**src/rtl/rca_serial_sequencer.sv**
```systemverilog
// rca_serial_sequencer
//
// Multi-precision adder sequencer built around one external 4-bit
// ripple-carry adder. Operands of 4*NIBBLES bits are added one nibble per
// clock, least significant nibble first. The carry is held in a register
// between cycles, so the same RCA serves every slice.
//
// Handshakes:
//   producer -> in_valid/in_ready  (operands held until accepted)
//   consumer <- out_valid/out_ready (result held until taken)
//
// The RCA (ports s, cout, a, b, ci) lives outside this block. It is driven
// through rca_a/rca_b/rca_ci and its combinational rca_s/rca_cout are
// sampled on the same edge.
//
// Timing for an accept at cycle T:
//   RUN occupies T+1 .. T+NIBBLES, out_valid is first high at T+NIBBLES+1.
//   A zero-wait consumer sees one operation per NIBBLES+2 cycles.
//
// NIBBLES must lie in 1..16.

module rca_serial_sequencer #(
  parameter int NIBBLES = 4
) (
  input  logic                   clk,
  input  logic                   rst,

  // operand side
  input  logic                   in_valid,
  output logic                   in_ready,
  input  logic [4*NIBBLES-1:0]   in_a,
  input  logic [4*NIBBLES-1:0]   in_b,
  input  logic                   in_ci,

  // shared ripple-carry adder
  output logic [3:0]             rca_a,
  output logic [3:0]             rca_b,
  output logic                   rca_ci,
  input  logic [3:0]             rca_s,
  input  logic                   rca_cout,

  // result side
  output logic                   out_valid,
  input  logic                   out_ready,
  output logic [4*NIBBLES-1:0]   out_sum,
  output logic                   out_cout,
  output logic                   busy
);

  // ---------------------------------------------------------------------------
  // Local sizing
  // ---------------------------------------------------------------------------
  // The slice index needs at least one bit even when there is only one slice.
  localparam int IDX_W = (NIBBLES > 1) ? $clog2(NIBBLES) : 1;
  localparam logic [IDX_W-1:0] LAST_IDX = IDX_W'(NIBBLES - 1);

  typedef enum logic [1:0] {
    S_IDLE = 2'd0,
    S_RUN  = 2'd1,
    S_DONE = 2'd2
  } state_t;

  // Operands and the sum are kept as arrays of nibbles so the active slice
  // is selected by a plain index rather than by arithmetic on bit offsets.
  typedef logic [NIBBLES-1:0][3:0] nib_vec_t;

  // ---------------------------------------------------------------------------
  // State
  // ---------------------------------------------------------------------------
  state_t            state_q, state_d;
  logic [IDX_W-1:0]  idx_q,   idx_d;
  logic              carry_q, carry_d;
  nib_vec_t          a_q,     a_d;
  nib_vec_t          b_q,     b_d;
  nib_vec_t          sum_q,   sum_d;
  logic              cout_q,  cout_d;

  // Register all state; synchronous reset returns every register to its
  // documented reset value, operand and result registers included.
  always_ff @(posedge clk) begin
    // NOTE: sequential state uses non-blocking assignments only, so every
    // register sees the pre-edge value of every other register.
    if (rst) begin
      state_q <= S_IDLE;
      idx_q   <= '0;
      carry_q <= 1'b0;
      a_q     <= '0;
      b_q     <= '0;
      sum_q   <= '0;
      cout_q  <= 1'b0;
    end else begin
      state_q <= state_d;
      idx_q   <= idx_d;
      carry_q <= carry_d;
      a_q     <= a_d;
      b_q     <= b_d;
      sum_q   <= sum_d;
      cout_q  <= cout_d;
    end
  end

  // Next-state logic and RCA drive for the IDLE/RUN/DONE sequence.
  always_comb begin
    // NOTE: every signal written here gets a default first, so no path
    // through the case statement can leave a value unassigned (no latch).
    state_d = state_q;
    idx_d   = idx_q;
    carry_d = carry_q;
    a_d     = a_q;
    b_d     = b_q;
    sum_d   = sum_q;
    cout_d  = cout_q;
    rca_a   = 4'h0;
    rca_b   = 4'h0;
    rca_ci  = 1'b0;

    unique case (state_q)
      S_IDLE: begin
        // in_ready is high throughout IDLE, so in_valid alone is the accept.
        if (in_valid) begin
          a_d     = in_a;
          b_d     = in_b;
          carry_d = in_ci;
          idx_d   = '0;
          sum_d   = '0;
          state_d = S_RUN;
        end
      end

      S_RUN: begin
        // Present the current slice and the carry from the previous slice.
        rca_a  = a_q[idx_q];
        rca_b  = b_q[idx_q];
        rca_ci = carry_q;

        // Capture the slice result and carry for the next slice.
        sum_d[idx_q] = rca_s;
        carry_d      = rca_cout;

        if (idx_q == LAST_IDX) begin
          // Final slice: its carry-out is the overall carry-out. The index
          // stays put so it never exceeds NIBBLES-1.
          cout_d  = rca_cout;
          state_d = S_DONE;
        end else begin
          idx_d = idx_q + 1'b1;
        end
      end

      S_DONE: begin
        // Result held stable until the consumer takes it.
        if (out_ready) begin
          state_d = S_IDLE;
        end
      end

      default: begin
        state_d = S_IDLE;
      end
    endcase
  end

  // ---------------------------------------------------------------------------
  // Handshake and status outputs, decoded straight from the state register
  // so they carry their reset values directly out of reset.
  // ---------------------------------------------------------------------------
  assign in_ready  = (state_q == S_IDLE);
  assign out_valid = (state_q == S_DONE);
  assign busy      = (state_q != S_IDLE);
  assign out_sum   = sum_q;
  assign out_cout  = cout_q;

endmodule

```
**config.mk**
```make
export PLATFORM = sky130hd
export DESIGN_NAME = rca_serial_sequencer
export DESIGN_NICKNAME = d
export VERILOG_FILES = /design/src/rtl/rca_serial_sequencer.sv
export SDC_FILE = /design/constraint.sdc
export NUM_CORES = 1
export LEC_CHECK = 0
export CAP_MARGIN = 20
export CORE_MARGIN = 2
export CORE_UTILIZATION = 49
export CTS_BUF_LIST = sky130_fd_sc_hd__clkbuf_4
export DETAILED_ROUTE_END_ITERATION = 10
export PLACE_DENSITY = 0.83
export SYNTH_ARGS = -nofsm -noshare
export SYNTH_HDL_FRONTEND = slang
export SYNTH_SLANG_ARGS = --single-unit
```
**constraint.sdc**
```tcl
create_clock -name clk -period 4.6 [get_ports clk]
set_input_delay 1.15 -clock clk [delete_from_list [all_inputs] [get_ports clk]]
set_output_delay 1.15 -clock clk [all_outputs]
set_load 0.02 [all_outputs]
```
==> results of run 1 <==
==> metal layers <==
layer	part of all wire	vias to the layer above
met4	0.0098	0
li1	-	1011
met2	0.51	69
met3	0.072	4
met1	0.41	934
met5	0	-
==> state kept, by name, indices dropped and copies added (netlist names) <==
signal    flops
out_cout      1
a_q          16
b_q          16
out_sum      16
carry_q       1
idx_q         2
state_q       2
==> worst register-to-register path, cell delays in order (launching register included) <==
cell,delay (ns)
sky130_fd_sc_hd__dfxtp_1,0.80
sky130_fd_sc_hd__inv_1,0.18
sky130_fd_sc_hd__ha_1,0.25
sky130_fd_sc_hd__nand3b_1,0.19
sky130_fd_sc_hd__nand2_1,0.14
sky130_fd_sc_hd__o32ai_1,0.25
==> path summary, 6_finish.rpt <==
check / end / slack, ns / cells past startpoint
setup / recovery: rca_b[2] / 0.98 / 3
setup reg to reg: out_sum[2]$_SDFFE_PP0P_ / 2.70 / 5
hold / removal: b_q[11]$_SDFFE_PP0P_ / 0.46 / 2
hold reg to reg: b_q[11]$_SDFFE_PP0P_ / 0.46 / 2
==> stage by stage <==
stage / utilization / instances
finish: 0.667 / 378
global route: 0.667 / 378
CTS: 0.667 / 378
detailed placement: 0.649 / 370
global placement: 0.649 / 370
floorplan: - / 263
==> power groups by stage <==
stage	Sequential, uW	Combinational [uW]	Clock [uW]
after floorplan	512	89.7	0
after global placement	518	144	0
after detailed placement	520	147	0
after CTS	510	147	271
after global routing	514	161	288
final	510	146	266
==> synthesized netlist by cell type <==
cell type	number
sky130_fd_sc_hd__and2b_1	1
sky130_fd_sc_hd__nand2_1	68
sky130_fd_sc_hd__dfxtp_1	54
sky130_fd_sc_hd__buf_4	2
sky130_fd_sc_hd__buf_2	5
sky130_fd_sc_hd__mux2_2	1
sky130_fd_sc_hd__o21ai_0	4
sky130_fd_sc_hd__or2_2	1
sky130_fd_sc_hd__a22oi_1	2
sky130_fd_sc_hd__mux4_2	8
sky130_fd_sc_hd__nand3b_1	4
sky130_fd_sc_hd__inv_1	16
sky130_fd_sc_hd__nor2_1	2
sky130_fd_sc_hd__and3b_1	1
sky130_fd_sc_hd__or3b_1	2
sky130_fd_sc_hd__a21oi_1	38
sky130_fd_sc_hd__and2_1	9
sky130_fd_sc_hd__nor3b_4	1
sky130_fd_sc_hd__or3_1	1
sky130_fd_sc_hd__nand2b_1	5
sky130_fd_sc_hd__o32ai_1	13
sky130_fd_sc_hd__o31ai_1	1
sky130_fd_sc_hd__clkbuf_1	10
sky130_fd_sc_hd__buf_6	2
sky130_fd_sc_hd__ha_1	5
sky130_fd_sc_hd__nand4b_1	4
sky130_fd_sc_hd__mux2i_1	2
sky130_fd_sc_hd__nor2b_1	1
==> placed cells by master, fill, tap and decap left out, drive strengths merged, types with 2 or more instances in the layout <==
cell,Yosys,routed
and2,9,9
dfxtp,54,54
a21oi,38,38
nand2,68,68
clkdlybuf4s50,0,69
nand4b,4,4
mux4,8,8
inv,16,16
ha,5,5
mux2i,2,2
buf,9,3
clkbuf,10,6
a22oi,2,2
or3b,2,2
nand3b,4,4
o32ai,13,13
o21ai,4,4
nor2,2,2
nand2b,5,5
==> cells by family after synthesis <==
| kind of cell | count (synthesis) | share of synthesized area |
|---|---|---|
| and+or+nand+nor | 100 | 0.207 |
| AOI/OAI and AO/OA | 58 | 0.148 |
| DFF | 54 | 0.460 |
| buffers and inverters | 35 | 0.0682 |
| muxes | 11 | 0.0900 |
| adders and majority gates | 5 | 0.0266 |
==> final cells by class <==
class | instances | area (sq um) | area share
clock buffers | 6 | 45.0 | 0.0145
flip-flops and latches | 54 | 1080 | 0.348
clock inverters | 2 | 37.5 | 0.0121
repair buffers | 72 | 711 | 0.229
well taps | 54 | 67.6 | 0.0217
multi-input cells | 174 | 1110 | 0.356
inverters | 16 | 60.1 | 0.0193
==> reports/results.txt, run 1 <==
outcome: finished clean
WL/cell: 13.8 um
fraction of final layout cells sized beyond drive strength 1: 0.0679
number of top-level design ports: 71
leakage: 0.00112 uW
busiest metal layer after global routing: met2
max-slew violation total from the final report: 0
Sinks on Clock Net: 54
total via count after detailed routing: 2018
number of nets in the synthesized netlist: 310
startpoint type of the worst setup path: flip-flop
quantity of gates resized following cts: 0
share of the clock period used by the worst path: 0.788
Internal Dissipation: 689 uW
Final WS setup: 0.976 ns
hold violation total from the final report: 0
CTS Buf Count: 5
Seq cells post-synth: 54
Die ar.: 0.00536 sq mm
clock latency at the later pin of the worst-skew pair: 0.37 ns
final HPWL from detailed placement: 3.64 mm
reported net switching power: 233 uW
largest stage delay on the critical path: 0.80 ns
Global Route met1 Usage: 0.254
min Tclk post-route: 3.62 ns
Distinct cells, synth: 28
GR met2 Demand/Resource: 0.350
count of H-tree levels built during CTS: 2
via count of the first global-routing pass: 1890
number of antenna violations at the first check in global routing: 0
Clock Skew: 0.0180 ns
Warnings, synthesis: 0
global-route wire length before repair: 8.57 mm
routability-driven placement congestion ratio: 0.817
Vias per Instance: 5.34
switch share: 0.253
Least-Margin Pin Slew: 0.999 ns
cell accounting for the most synthesized area: sky130_fd_sc_hd__dfxtp_1
number of nets in the layout: 370
grt met3 use: 0.0497
Post-CTS Setup Repair Bufs: 0
total core area: 0.00466 sq mm
relative contribution of sequential cells to total power: 0.553
count of antenna-violating nets left after detailed routing: 0
Post-Route WL: 5.22 mm
synthesized area: 0.00235 sq mm
Clock Pin Slew Worst Setup and Hold Paths: 0.16 ns
source of the worst hold timing path: b_q[11]$_SDFFE_PP0P_
Avg Cell Area, Syn: 8.93 sq um
Worst setup startpoint: idx_q[0]$_SDFFE_PP0P_
DRC Markers: 0
Critical Path AT: 2.47 ns
maximum fanout encountered on the critical timing path: 13
chip width: 73.2 um
effective utilization at floorplan: 0.504
Buf+Inv Stages, Crit Path: 1
P per Cell Area: 297 mW/mm^2
count of input and output buffers: 70
post-synthesis to final-layout area growth: 32.4%
logic gate share of total power: 0.158
remaining global-route overflow: 0
maximum clock path buffer count: 2
required time worst endpoint: 3.45 ns
# diodes: 0
Post-Route Hold Slack: 0.461 ns
Slew Limit Headroom: 0.334
RSZ-0062 raised after global routing: no
number of hold buffers added after CTS: 0
gate count of the mapped netlist: 263
std cell rows: 25
post-place setup slack: 1.36 ns
family of cells with the greatest summed delay on the critical path: flip-flops
Final TNS setup: 0 ns
fraction of post-synthesis cell area in the top cell type by area: 0.460
detailed-routing iteration count for the pre-antenna-repair pass: 4
final setup fails: 0
gr usage total: 0.206
overall power of the completed layout: 922 uW
Reg2Reg Launch Point: idx_q[0]$_SDFFE_PP0P_
clock share of power: 0.289
worst-path cell with the longest stage delay: sky130_fd_sc_hd__dfxtp_1
TritonCTS clock tree: built
Hold Path Class: flip-flop to flip-flop
Worst IR Drop VDD: 0.181 mV
root buffer cell: sky130_fd_sc_hd__clkbuf_4
Die Span Y: 73.2 um
worst setup path class: flip-flop to primary output
part of the Yosys area used for sequential elements: 0.460
Final Cell Area: 0.00311 sq mm
critical-path cell list: mux4_2 -> and2_1 -> clkdlybuf4s50_1
top cells by area in the synthesized netlist: sky130_fd_sc_hd__dfxtp_1 (46%), sky130_fd_sc_hd__nand2_1 (11%), sky130_fd_sc_hd__a21oi_1 (8.1%)
largest net degree at the start of global routing: 61
maximum clock frequency: 0.276 GHz
endpoint type of the worst setup path: primary output
count of max-cap constraint violations: 0
DRC marker count from the first detailed-route iteration: 118
fillers: 377
Area after DPL: 0.00303 sq mm
Power figures use the tool's default switching activity.
==> run 2, diff against run 1 <==
--- a/config.mk
+++ b/config.mk
@@ -7,10 +7,10 @@
 export LEC_CHECK = 0
 export CAP_MARGIN = 20
 export CORE_MARGIN = 2
-export CORE_UTILIZATION = 49
+export CORE_UTILIZATION = 48
 export CTS_BUF_LIST = sky130_fd_sc_hd__clkbuf_4
 export DETAILED_ROUTE_END_ITERATION = 10
-export PLACE_DENSITY = 0.83
+export PLACE_DENSITY = 0.81
 export SYNTH_ARGS = -nofsm -noshare
 export SYNTH_HDL_FRONTEND = slang
 export SYNTH_SLANG_ARGS = --single-unit
==> constraint.sdc (replaced) <==
create_clock -name clk -period 3.6 [get_ports clk]
set_input_delay 0.9 -clock clk [delete_from_list [all_inputs] [get_ports clk]]
set_output_delay 0.9 -clock clk [all_outputs]
set_load 0.02 [all_outputs]
==> reports/results.txt, run 2 (synthesized netlist as in run 1, its figures left out) <==
outcome: finished clean
endpoint type of the worst setup path: primary output
most frequent standard cell in the layout excluding fill and tap cells: sky130_fd_sc_hd__clkdlybuf4s50_1
most frequent cells in the layout: sky130_fd_sc_hd__clkdlybuf4s50_1 (69), sky130_fd_sc_hd__nand2_1 (68), sky130_fd_sc_hd__dfxtp_1 (54)
count of input and output buffers: 70
cell depth of the worst flop-to-flop path: 4
via count of the first global-routing pass: 1855
detailed-routing iteration count for the pre-antenna-repair pass: 4
Slew Limit Headroom: 0.522
largest net degree at the start of global routing: 40
Least-Margin Pin Slew: 0.716 ns
Die Span Y: 73.9 um
overall power of the completed layout: 1170 uW
worst setup path class: flip-flop to primary output
Sinks on Clock Net: 54
Worst IR Drop VDD: 0.277 mV
Post-Route WL: 5.13 mm
post-layout instance count excluding filler cells: 393
count of max-cap constraint violations: 0
min Tclk post-route: 3.38 ns
gr usage total: 0.194
max-slew violation total from the final report: 0
switch share: 0.254
fraction of final layout cells sized beyond drive strength 1: 0.0736
relative contribution of sequential cells to total power: 0.556
Internal Dissipation: 872 uW
number of top-level design ports: 71
maximum fanout encountered on the critical timing path: 13
Placed Cells incl. Taps: 385
DRC marker count from the first detailed-route iteration: 108
Clock Pin Slew Worst Setup and Hold Paths: 0.15 ns
maximum clock frequency: 0.296 GHz
maximum clock path buffer count: 2
startpoint type of the worst setup path: flip-flop
Die ar.: 0.00547 sq mm
worst hold path cell count: 2
Clock Skew: 0.00788 ns
Vias per Instance: 5.14
RSZ-0062 raised after global routing: no
number of nets in the layout: 372
clock share of power: 0.284
GR met2 Demand/Resource: 0.315
chip width: 73.9 um
total core area: 0.00472 sq mm
share of the clock period used by the worst path: 0.939
P per Cell Area: 372 mW/mm^2
Area after DPL: 0.00306 sq mm
reported net switching power: 298 uW
hold violation total from the final report: 0
post-synthesis to final-layout area growth: 33.7%
TritonCTS clock tree: built
Final Cell Area: 0.00314 sq mm
routability-driven placement congestion ratio: 0.808
root buffer cell: sky130_fd_sc_hd__clkbuf_4
Hold Path Class: flip-flop to flip-flop
Critical Path AT: 2.48 ns
count of antenna-violating nets left after detailed routing: 0
fraction of the core area covered by cells at the end of the flow: 0.665
number of hold buffers added after CTS: 0
DRC Markers: 0
remaining global-route overflow: 0
global-route wire length before repair: 8.17 mm
Final TNS setup: 0 ns
Post-CTS Setup Repair Bufs: 0
final setup fails: 0
logic gate share of total power: 0.160
number of antenna violations at the first check in global routing: 0
WL/cell: 13.0 um
std cell rows: 25
busiest metal layer after global routing: met2
count of H-tree levels built during CTS: 2
required time worst endpoint: 2.70 ns
effective utilization at floorplan: 0.497
Global Route met1 Usage: 0.241
# diodes: 0
clock latency at the later pin of the worst-skew pair: 0.37 ns
CTS Buf Count: 5
grt met3 use: 0.0610
leakage: 0.00112 uW
final HPWL from detailed placement: 3.65 mm
total via count after detailed routing: 2019
quantity of gates resized following cts: 0
[run 2: cell count changes in the layout (fill, tap and decap cells not counted)]
cell                         previous run  this run
sky130_fd_sc_hd__buf_4                  2         4
sky130_fd_sc_hd__clkbuf_4               6         5
sky130_fd_sc_hd__clkinvlp_4             1         2
[run 2: power by group through the flow]
stage               logic (uW)  clock network (uW)  registers, uW
floorplan                  115                   0            655
global placement           185                   0            663
detailed placement         187                   0            665
CTS                        188                 339            652
global route               206                 356            656
finish                     187                 332            651
[run 2: path summary, 6_finish.rpt]
| kind | from | endpoint | slack (ns) |
|---|---|---|---|
| worst max-delay path | idx_q[0]$_SDFFE_PP0P_ | rca_a[3] | 0.22 |
| worst min-delay path | b_q[15]$_SDFFE_PP0P_ | b_q[15]$_SDFFE_PP0P_ | 0.46 |
| worst max register to register | state_q[0]$_SDFFE_PP0P_ | idx_q[1]$_SDFFE_PP0P_ | 1.60 |
| worst min register to register | b_q[15]$_SDFFE_PP0P_ | b_q[15]$_SDFFE_PP0P_ | 0.46 |
[run 2: per-layer routing]
layer  vias up  share of wire
li1       1023              -
met1       931           0.44
met2        55           0.48
met3        10          0.060
met4         0          0.020
met5         -              0
[run 2: per-stage QoR]
| stage | hold slack, ns | worst slack, ns |
|---|---|---|
| floorplan | 0.433 | 1.35 |
| global placement | 0.439 | 0.645 |
| detailed placement | 0.448 | 0.590 |
| CTS | 0.468 | 0.143 |
| global route | 0.487 | 0.0411 |
| finish | 0.465 | 0.218 |
[run 2: cell type report]
type | instances | area (sq um)
well taps | 67 | 83.8
clock inverters | 3 | 45.0
repair buffers | 74 | 726
multi-input cells | 174 | 1110
inverters | 16 | 60.1
fillers | 384 | 1580
flip-flops and latches | 54 | 1080
clock buffers | 5 | 37.5
[run 2: worst max-delay path, stage by stage (launching register included)]
cell                              delay, ns
sky130_fd_sc_hd__dfxtp_1               0.81
sky130_fd_sc_hd__mux4_2                0.59
sky130_fd_sc_hd__and2_1                0.18
sky130_fd_sc_hd__clkdlybuf4s50_1       0.53
